**config.mk**
```make
export PLATFORM = sky130hd
export DESIGN_NAME = self_ex_slink_mon
export DESIGN_NICKNAME = d
export VERILOG_FILES = /design/src/rtl/self_ex_slink_pkg.sv /design/src/rtl/self_ex_slink_wdog.sv /design/src/rtl/self_ex_slink_mon.sv
export SDC_FILE = /design/constraint.sdc
export NUM_CORES = 1
export LEC_CHECK = 0
export CAP_MARGIN = 20
export CORE_MARGIN = 4
export CORE_UTILIZATION = 29
export CTS_CLUSTER_DIAMETER = 40
export DETAILED_ROUTE_END_ITERATION = 7
export PLACE_DENSITY = 0.54
export SETUP_SLACK_MARGIN = 0.15
export SKIP_CTS_REPAIR_TIMING = 1
export SYNTH_ARGS = -nofsm -noshare
export SYNTH_HDL_FRONTEND = slang
export SYNTH_SLANG_ARGS = --single-unit
```
**constraint.sdc**
```tcl
create_clock -name clk_12_5m -period 1.98 [get_ports clk_12_5m]
set_input_delay 0.495 -clock clk_12_5m [delete_from_list [all_inputs] [get_ports clk_12_5m]]
set_output_delay 0.495 -clock clk_12_5m [all_outputs]
set_load 0.1 [all_outputs]
```
**src/rtl/self_ex_slink_pkg.sv**
```systemverilog
// Shared definitions for the SLINK per-channel receive monitor: link states,
// default thresholds and the saturating error-counter helper.
package self_ex_slink_pkg;

    typedef enum logic [1:0] {
        ST_IDLE  = 2'd0,
        ST_ACQ   = 2'd1,
        ST_OK    = 2'd2,
        ST_FAULT = 2'd3
    } link_state_t;

    localparam int DEF_TIMEOUT_CYC  = 1250;   // 100 us at 12.5 MHz
    localparam int DEF_ERR_THRESH   = 3;
    localparam int DEF_RECOV_THRESH = 4;
    localparam int DEF_WDOG_W       = 16;

    localparam logic [7:0] ERR_CNT_MAX = 8'd255;

    function automatic logic [7:0] err_cnt_inc(input logic [7:0] cnt);
        return (cnt == ERR_CNT_MAX) ? cnt : cnt + 8'd1;
    endfunction

endpackage

```
**src/rtl/self_ex_slink_wdog.sv**
```systemverilog
// Frame-gap watchdog: counts idle cycles while running and flags expiry when
// TIMEOUT_CYC cycles pass without a kick.
module self_ex_slink_wdog #(
    parameter int TIMEOUT_CYC = 1250,
    parameter int WDOG_W      = 16
) (
    input  logic clk,
    input  logic rst,
    input  logic run,
    input  logic kick,
    output logic expire
);

    localparam logic [WDOG_W-1:0] CNT_LAST = WDOG_W'(TIMEOUT_CYC - 1);

    logic [WDOG_W-1:0] cnt;

    // A kick in the terminal cycle wins over expiry.
    assign expire = run & ~kick & (cnt == CNT_LAST);

    always_ff @(posedge clk or posedge rst) begin
        if (rst) begin
            cnt <= '0;
        end else if (!run || kick || expire) begin
            cnt <= '0;
        end else begin
            cnt <= cnt + 1'b1;
        end
    end

endmodule

```
**src/rtl/self_ex_slink_mon.sv**
```systemverilog
// Per-channel SLINK receive-link monitor. frame_vld is a one-cycle strobe with
// no back-pressure; frame_crc_err is meaningful only in the cycle frame_vld is high.
module self_ex_slink_mon
    import self_ex_slink_pkg::*;
#(
    parameter int TIMEOUT_CYC  = DEF_TIMEOUT_CYC,
    parameter int ERR_THRESH   = DEF_ERR_THRESH,
    parameter int RECOV_THRESH = DEF_RECOV_THRESH,
    parameter int WDOG_W       = DEF_WDOG_W
) (
    input  logic       clk_12_5m,
    input  logic       rst_12_5m,
    input  logic       chn_enable,
    input  logic       frame_vld,
    input  logic       frame_crc_err,
    input  logic       link_los,
    output logic       chn_slink_err,
    output logic [1:0] link_state,
    output logic [7:0] err_cnt,
    output logic       timeout_flag
);

    localparam int CNT_W = $clog2(((ERR_THRESH > RECOV_THRESH) ? ERR_THRESH : RECOV_THRESH) + 1);
    localparam logic [CNT_W-1:0] BAD_LAST  = CNT_W'(ERR_THRESH - 1);
    localparam logic [CNT_W-1:0] GOOD_LAST = CNT_W'(RECOV_THRESH - 1);

    link_state_t      state;
    logic [CNT_W-1:0] good_cnt;
    logic [CNT_W-1:0] bad_cnt;
    logic             good;
    logic             bad;
    logic             wdog_run;
    logic             wdog_kick;
    logic             expire;

    assign good     = frame_vld & ~frame_crc_err;
    assign bad      = frame_vld & frame_crc_err;
    assign wdog_run = chn_enable & (state != ST_IDLE);
    // Every state change coincides with a frame, an expiry or LOS entering FAULT;
    // only the LOS case needs an explicit reload.
    assign wdog_kick = frame_vld | (link_los & (state != ST_FAULT));

    assign link_state = state;

    self_ex_slink_wdog #(
        .TIMEOUT_CYC (TIMEOUT_CYC),
        .WDOG_W      (WDOG_W)
    ) u_wdog (
        .clk    (clk_12_5m),
        .rst    (rst_12_5m),
        .run    (wdog_run),
        .kick   (wdog_kick),
        .expire (expire)
    );

    always_ff @(posedge clk_12_5m or posedge rst_12_5m) begin
        if (rst_12_5m) begin
            state         <= ST_IDLE;
            good_cnt      <= '0;
            bad_cnt       <= '0;
            err_cnt       <= '0;
            chn_slink_err <= 1'b0;
            timeout_flag  <= 1'b0;
        end else begin
            timeout_flag <= expire;
            if (!chn_enable) begin
                state         <= ST_IDLE;
                good_cnt      <= '0;
                bad_cnt       <= '0;
                err_cnt       <= '0;
                chn_slink_err <= 1'b0;
            end else if (state == ST_IDLE) begin
                state         <= ST_ACQ;
                good_cnt      <= '0;
                bad_cnt       <= '0;
                chn_slink_err <= 1'b1;
            end else begin
                if (bad || expire) begin
                    err_cnt <= err_cnt_inc(err_cnt);
                end
                if (link_los) begin
                    state         <= ST_FAULT;
                    good_cnt      <= '0;
                    chn_slink_err <= 1'b1;
                end else if (state == ST_OK) begin
                    if (bad) begin
                        if (bad_cnt == BAD_LAST) begin
                            state         <= ST_FAULT;
                            bad_cnt       <= '0;
                            chn_slink_err <= 1'b1;
                        end else begin
                            bad_cnt <= bad_cnt + 1'b1;
                        end
                    end else if (good) begin
                        bad_cnt <= '0;
                    end else if (expire) begin
                        state         <= ST_FAULT;
                        chn_slink_err <= 1'b1;
                    end
                end else begin
                    // ACQ and FAULT share the recovery path.
                    if (good) begin
                        if (good_cnt == GOOD_LAST) begin
                            state         <= ST_OK;
                            good_cnt      <= '0;
                            bad_cnt       <= '0;
                            chn_slink_err <= 1'b0;
                        end else begin
                            good_cnt <= good_cnt + 1'b1;
                        end
                    end else if (bad || expire) begin
                        good_cnt <= '0;
                    end
                end
            end
        end
    end

endmodule

```
==> reports/results.ini, run 1 <==
[synth]
seq_area_frac_synth_pct = 46.2
post_synth_num_cell_types = 40
post_synth_instance_area_um2 = 1790
post_synth_inst_count = 187
ys_seq_elements = 33
syn-mean-instance-area_um2 = 9.55
yosysWarnings = 0
synth_fp_nets = 197

[cts]
cts.clk_slew.worst_paths_ps = 70
clock_buffer_count_from_cts = 5
tritoncts = yes
cts_num_sinks = 33
cts-root-buf = sky130_fd_sc_hd__clkbuf_8
worst_skew_pair.late_latency_ps = 280
cts-root-to-sink-buffers = 2
htree_levels = 2

[job]
max_cap_viol_count = 0

[floorplan]
floorplan.initialDensity_pct = 30.0
top_level_ports = 18
floorplan.rows = 28
die_width_um = 86.5
design.die.area_um2 = 7480
fp.coreArea_um2 = 5960
die-height_um = 86.5

[timing]
finalCriticalPeriod_ps = 1950
finalSetupViolCount = 0
tightest_slew_ps = 379
totalNegativeSetupSlack_ps = 0
drv_slew = 0
final-hold-violation-count = 0
timing.final.crit_share_pct = 98.6
max_freq_mhz = 512
rsz0062_at_grt = yes
slew_headroom_pct = 74.7
clock_skew_ps = 3.87

[detailed_routing]
detailedRoute.firstIterationViolations = 67
dr_total_vias = 1467
drtAntennaViolNets = 0
residual_drc = 0
routed_wl_um = 3750
post_drt_wl_per_cell_um = 12.3
route.detailed.vias_per_inst = 4.81
drtPass1Iterations = 4

[critical_path]
cp.arrival_ps = 2160
required_time_of_the_worst_setup_path_ps = 2190
crit_fanout = 8
critical_path.startpoint_type = register
critical_path_class = reg2reg
critical_path.endpoint_type = register

[layout]
post-route-util_pct = 42.5
n_antenna_cell = 0
most-common-layout-cells = sky130_fd_sc_hd__dfrtp_1 (24), sky130_fd_sc_hd__buf_4 (24), sky130_fd_sc_hd__nor2_1 (22)
layout_cell_share_with_drive_strength_beyond_1_pct = 32.6
areaGrowthSynthToFinish_pct = 41.7
multiInputGateArea_um2 = 978
fillCellCount = 585
final_net_count = 239
sequential_cell_area_um2 = 845

[placed_design]
detailedPlacementHpwl_um = 2800
place.port_buffers = 17
routabilityCongestion = 0.837

[grt]
largest_net_degree_at_the_start_of_global_routing = 26
first_global_vias = 1429
grt_pass1_wl_um = 6640
overflow = 0
initial_antenna_violation_count = 0
total_track_usage_pct = 11.3

[pwr]
p_leak_nw = 1.03
worst_ir_drop_vdd_mv = 0.261
p_per_area_nw_per_um2 = 591
post-layout-total-power_mw = 1.50

[worst_hold_path]
hold_path_class = in2async

[run_status]
result_of_the_run = finished, final reports clean

[area by class of cell]
class / instances / share of cell area [%]
clock buffer: 8 / 3.56
inverter: 9 / 1.33
multi-input combinational: 138 / 38.7
sequential: 33 / 33.4
tap: 75 / 3.71
timing repair buffer: 42 / 19.4
[routing by layer]
| metal | wire length [µm] | share of wire, % | global-route usage, % |
|---|---|---|---|
| met5 | 0 | 0 | 0 |
| met2 | 1660 | 44 | 16.6 |
| met4 | 71 | 1.9 | 5.52 |
| met3 | 129 | 3.4 | 3.23 |
| met1 | 1880 | 50 | 15.3 |
[logic make-up after synthesis]
group / share of synthesized area [%]
simple gates: 26.4
flops: 46.2
compound gates: 10.2
buf+inv: 4.06
xor+xnor: 6.86
mux: 2.94
fa+ha+maj: 3.36
[critical path: stages, from the launching register on]
cell and delay [ps]:
sky130_fd_sc_hd__dfrtp_4 490, sky130_fd_sc_hd__ha_4 170, sky130_fd_sc_hd__and3_4 180, sky130_fd_sc_hd__a31o_4 240
sky130_fd_sc_hd__buf_4 160, sky130_fd_sc_hd__or4_1 520, sky130_fd_sc_hd__a21oi_2 120
[report_power, final]
part / switching [mW] / internal, mW / leakage, nW
logic: 0.166 / 0.107 / 0.543
clock network: 0.234 / 0.283 / 0.0455
registers: 0.0193 / 0.687 / 0.442
total: 0.420 / 1.08 / 1.03
[synth_stat cells (all sizes together)]
library cell | n | area share (%)
a211oi | 1 | 0.42
a21oi | 7 | 2.0
a22oi | 1 | 0.42
a31o | 1 | 0.49
a31oi | 2 | 0.70
a41oi | 1 | 0.91
and2 | 1 | 0.35
and3 | 5 | 1.8
and4 | 3 | 1.5
and4bb | 2 | 1.4
buf | 4 | 1.5
clkbuf | 3 | 0.63
dfrtp | 33 | 46
ha | 4 | 2.8
inv | 9 | 1.9
maj3 | 1 | 0.56
mux2 | 2 | 1.3
mux2i | 3 | 1.7
nand2 | 15 | 3.2
nand2b | 8 | 2.8
nand3 | 9 | 2.5
nand4 | 5 | 1.8
nor2 | 24 | 5.0
nor2b | 1 | 0.35
nor3 | 2 | 0.56
nor3b | 4 | 1.7
nor4 | 3 | 1.4
o211ai | 1 | 0.42
o21a | 1 | 0.42
o21ai | 5 | 1.4
o31ai | 6 | 2.5
o41ai | 1 | 0.49
or4 | 5 | 2.1
xnor2 | 4 | 2.0
xor2 | 10 | 4.9
[sequential cells by signal, indices dropped and copies added (netlist names)]
| signal | flops |
|---|---|
| err_cnt | 8 |
| good_cnt | 3 |
| bad_cnt | 3 |
| timeout_flag | 1 |
| u_wdog.cnt | 16 |
| link_state | 2 |
[path summary, 6_finish.rpt]
kind | depth (start not counted) | slack, ps | startpoint | to
max in group asynchronous | 3 | 1020 | rst_12_5m | link_state[0]$_DFFE_PP0P_
max | 6 | 30 | err_cnt[1]$_DFFE_PP0P_ | err_cnt[6]$_DFFE_PP0P_
max reg2reg | 6 | 30 | err_cnt[1]$_DFFE_PP0P_ | err_cnt[6]$_DFFE_PP0P_
min in group clk_12_5m | 1 | 480 | good_cnt[2]$_DFFE_PP0P_ | good_cnt[2]$_DFFE_PP0P_
min | 2 | 480 | rst_12_5m | u_wdog.cnt[0]$_DFF_PP0_
min reg2reg | 1 | 480 | good_cnt[2]$_DFFE_PP0P_ | good_cnt[2]$_DFFE_PP0P_
[per-stage QoR]
| step | setup WS (ps) | cell area, µm² | cells | hold WS [ps] |
|---|---|---|---|---|
| after floorplan | -76.3 | 1850 | 187 | 449 |
| after global placement | -186 | 2380 | 296 | 471 |
| after detailed placement | -197 | 2380 | 296 | 472 |
| after CTS | -100 | 2470 | 304 | 487 |
| after global routing | -59.0 | 2530 | 305 | 513 |
| final | 27.5 | 2530 | 305 | 483 |
Note: power is estimated with default switching activity, not from simulation.
==> run 2, diff against run 1 <==
--- a/config.mk
+++ b/config.mk
@@ -5,11 +5,11 @@
 export SDC_FILE = /design/constraint.sdc
 export NUM_CORES = 1
 export LEC_CHECK = 0
-export CAP_MARGIN = 20
 export CORE_MARGIN = 4
 export CORE_UTILIZATION = 29
 export CTS_CLUSTER_DIAMETER = 40
 export DETAILED_ROUTE_END_ITERATION = 7
+export GPL_TIMING_DRIVEN = 0
 export PLACE_DENSITY = 0.54
 export SETUP_SLACK_MARGIN = 0.15
 export SKIP_CTS_REPAIR_TIMING = 1
==> reports/results.ini, run 2 (synthesized netlist as in run 1, its figures left out) <==
[critical_path]
r2r-start = u_wdog.cnt[1]$_DFF_PP0_  ; was err_cnt[1]$_DFFE_PP0P_
setup.worst_path.start = u_wdog.cnt[1]$_DFF_PP0_  ; was err_cnt[1]$_DFFE_PP0P_
critical-path-slowest-cell = sky130_fd_sc_hd__or4_4  ; was sky130_fd_sc_hd__or4_1
critical_path_class = reg2reg  ; unchanged
r2r_cells = 8  ; was 6
required_time_of_the_worst_setup_path_ps = 2190  ; about the same
path_cells = inv_1 -> ha_2 -> and4bb_2 -> and4_4 -> a41oi_4 -> buf_6 -> or4_4 -> a21oi_2  ; was ha_4 -> and3_4 -> a31o_4 -> buf_4 -> or4_1 -> a21oi_2
timing.reg2reg.setup_slack_ps = -110  ; was 30 ps
critical_path.endpoint_type = register  ; unchanged
reg2reg_to = err_cnt[2]$_DFFE_PP0P_  ; was err_cnt[6]$_DFFE_PP0P_
cp.arrival_ps = 2300  ; was 2160 ps
critical-path-max-stage-delay_ps = 500  ; was 520 ps
critical_path.startpoint_type = register  ; unchanged
crit_fanout = 8  ; unchanged
endpoint = err_cnt[2]$_DFFE_PP0P_  ; was err_cnt[6]$_DFFE_PP0P_

[detailed_routing]
route.detailed.vias_per_inst = 5.07  ; was 4.81
dr_total_vias = 1475  ; was 1467
residual_drc = 0  ; unchanged
drtAntennaViolNets = 0  ; unchanged
post_drt_wl_per_cell_um = 13.3  ; was 12.3 µm
detailedRoute.firstIterationViolations = 56  ; was 67
drtPass1Iterations = 4  ; unchanged
routed_wl_um = 3870  ; was 3750 µm

[cts]
cts_num_sinks = 33  ; unchanged
htree_levels = 2  ; unchanged
cts-root-buf = sky130_fd_sc_hd__clkbuf_8  ; unchanged
cts-root-to-sink-buffers = 2  ; unchanged
clock_buffer_count_from_cts = 5  ; unchanged
cts.clk_slew.worst_paths_ps = 70  ; about the same
worst_skew_pair.late_latency_ps = 280  ; about the same
tritoncts = yes  ; unchanged

[floorplan]
fp.coreArea_um2 = 5960  ; unchanged
floorplan.initialDensity_pct = 30.0  ; unchanged
floorplan.rows = 28  ; unchanged
die_width_um = 86.5  ; unchanged
die-height_um = 86.5  ; unchanged
top_level_ports = 18  ; unchanged
design.die.area_um2 = 7480  ; unchanged

[timing]
finalSetupViolCount = 4  ; was 0
rsz0062_at_grt = yes  ; unchanged
clock_skew_ps = 7.74  ; was 3.87 ps
tightest_slew_ps = 699  ; was 379 ps
timing.final.crit_share_pct = 106  ; was 98.6%
finalCriticalPeriod_ps = 2090  ; was 1950 ps
drv_slew = 0  ; unchanged
final-hold-violation-count = 0  ; unchanged
pnr_worst_setup_slack_ps = -111  ; was 27.5 ps
fin_worst_hold_slack_ps = 479  ; was 483 ps
totalNegativeSetupSlack_ps = -393  ; was 0 ps
max_freq_mhz = 478  ; was 512 MHz
slew_headroom_pct = 53.3  ; was 74.7%

[grt]
grt_pass1_wl_um = 6810  ; was 6640 µm
overflow = 0  ; unchanged
total_track_usage_pct = 11.6  ; was 11.3%
initial_antenna_violation_count = 0  ; unchanged
largest_net_degree_at_the_start_of_global_routing = 34  ; was 26
first_global_vias = 1468  ; was 1429

[layout]
leading_registers_by_flop_count = u_wdog.cnt: 16 flops, err_cnt: 8 flops  ; unchanged
layout.cells.most_common = sky130_fd_sc_hd__dfrtp_1
top_register = u_wdog.cnt  ; unchanged
sequential_cell_area_um2 = 845  ; unchanged
n_antenna_cell = 0  ; unchanged
final_net_count = 225  ; was 239
fillCellCount = 622  ; was 585
most-common-layout-cells = sky130_fd_sc_hd__dfrtp_1 (24), sky130_fd_sc_hd__nor2_1 (22), sky130_fd_sc_hd__nand2_1 (15)  ; was sky130_fd_sc_hd__dfrtp_1 (24), sky130_fd_sc_hd__buf_4 (24), sky130_fd_sc_hd__nor2_1 (22)
areaGrowthSynthToFinish_pct = 25.3  ; was 41.7%
layout_cell_share_with_drive_strength_beyond_1_pct = 29.2  ; was 32.6%
instances_no_fill = 291  ; was 305
largest_register_ffs = 16  ; unchanged
finish.instance_area_um2 = 2240  ; was 2530 µm²
multiInputGateArea_um2 = 973  ; was 978 µm²

[pwr]
post-layout-total-power_mw = 1.50  ; about the same
p_per_area_nw_per_um2 = 669  ; was 591 nW/µm²
p_leak_nw = 0.908  ; was 1.03 nW
worst_ir_drop_vdd_mv = 0.297  ; was 0.261 mV

[run_status]
result_of_the_run = finished with violations  ; was finished, final reports clean
violations_in_the_final_reports = negative setup slack

[placed_design]
routabilityCongestion = 0.757  ; was 0.837
place.port_buffers = 15  ; was 17
placedCellCount = 277  ; was 296
placedInstanceArea_um2 = 2090  ; was 2380 µm²
detailedPlacementHpwl_um = 2650  ; was 2800 µm

[worst_hold_path]
hold_path_class = reg2reg  ; was in2async

[job]
max_cap_viol_count = 0  ; unchanged

[run 2: cell count changes in the layout (fill, tap and decap cells not counted), sizes merged]
| cell | previous run | this run |
|---|---|---|
| buf | 37 | 11 |
| clkinv | 0 | 1 |
| clkbuf | 8 | 21 |
| clkdlybuf4s50 | 5 | 3 |
[run 2: through the flow]
stage	setup slack, ps	util, %
2_1_floorplan	-76.3	-
3_3_place_gp	-324	35.2
3_5_place_dp	-265	35.2
4_1_cts	-456	36.9
5_1_grt	-176	37.6
6_report	-111	37.6
[run 2: worst max-delay path, delay by kind of cell (launching register included)]
kind	cells	cell delay, ps
and+or+nand+nor	3	980
buffers and inverters	2	230
AOI/OAI and AO/OA	2	230
DFF	1	410
adders and majority gates	1	150
[run 2: worst min-delay path by stage]
stage | depth (start not counted) | endpoint | slack, ps | startpoint
after CTS | 1 | good_cnt[2]$_DFFE_PP0P_ | 490 | good_cnt[2]$_DFFE_PP0P_
after floorplan | 1 | good_cnt[2]$_DFFE_PP0P_ | 450 | good_cnt[2]$_DFFE_PP0P_
after detailed placement | 1 | good_cnt[2]$_DFFE_PP0P_ | 480 | good_cnt[2]$_DFFE_PP0P_
after global routing | 1 | u_wdog.cnt[0]$_DFF_PP0_ | 500 | u_wdog.cnt[0]$_DFF_PP0_
after global placement | 1 | good_cnt[2]$_DFFE_PP0P_ | 460 | good_cnt[2]$_DFFE_PP0P_
final | 1 | u_wdog.cnt[0]$_DFF_PP0_ | 480 | u_wdog.cnt[0]$_DFF_PP0_
[run 2: area by class of cell]
cell class / count / area share (%)
plain buffers: 7 / 2.24
inverters: 9 / 1.51
well taps: 75 / 4.19
repair buffers: 21 / 6.32
multi-input cells: 138 / 43.5
flip-flops and latches: 33 / 37.7
clock buffers: 7 / 4.30
clock inverters: 1 / 0.224
[run 2: routing by layer]
layer	global-route usage, %	vias to the layer above	routed length (µm)
li1	-	721	-
met1	15.5	725	1850
met2	17.5	24	1780
met3	3.04	5	167
met4	5.10	0	73
met5	0	-	0
[run 2: where the power goes]
part	internal, mW	switching, mW	leakage [nW]	total, mW
Sequential	0.687	0.0120	0.442	0.699
Combinational	0.0698	0.166	0.411	0.236
Clock	0.314	0.248	0.0542	0.562
Total	1.07	0.426	0.908	1.50
==> run 3, diff against run 2 <==
--- a/config.mk
+++ b/config.mk
@@ -7,7 +7,7 @@
 export LEC_CHECK = 0
 export CORE_MARGIN = 4
 export CORE_UTILIZATION = 29
-export CTS_CLUSTER_DIAMETER = 40
+export CTS_CLUSTER_DIAMETER = 100
 export DETAILED_ROUTE_END_ITERATION = 7
 export GPL_TIMING_DRIVEN = 0
 export PLACE_DENSITY = 0.54
==> results of run 3 <==
Final layout, timing and power as in run 2 (identical DEF).
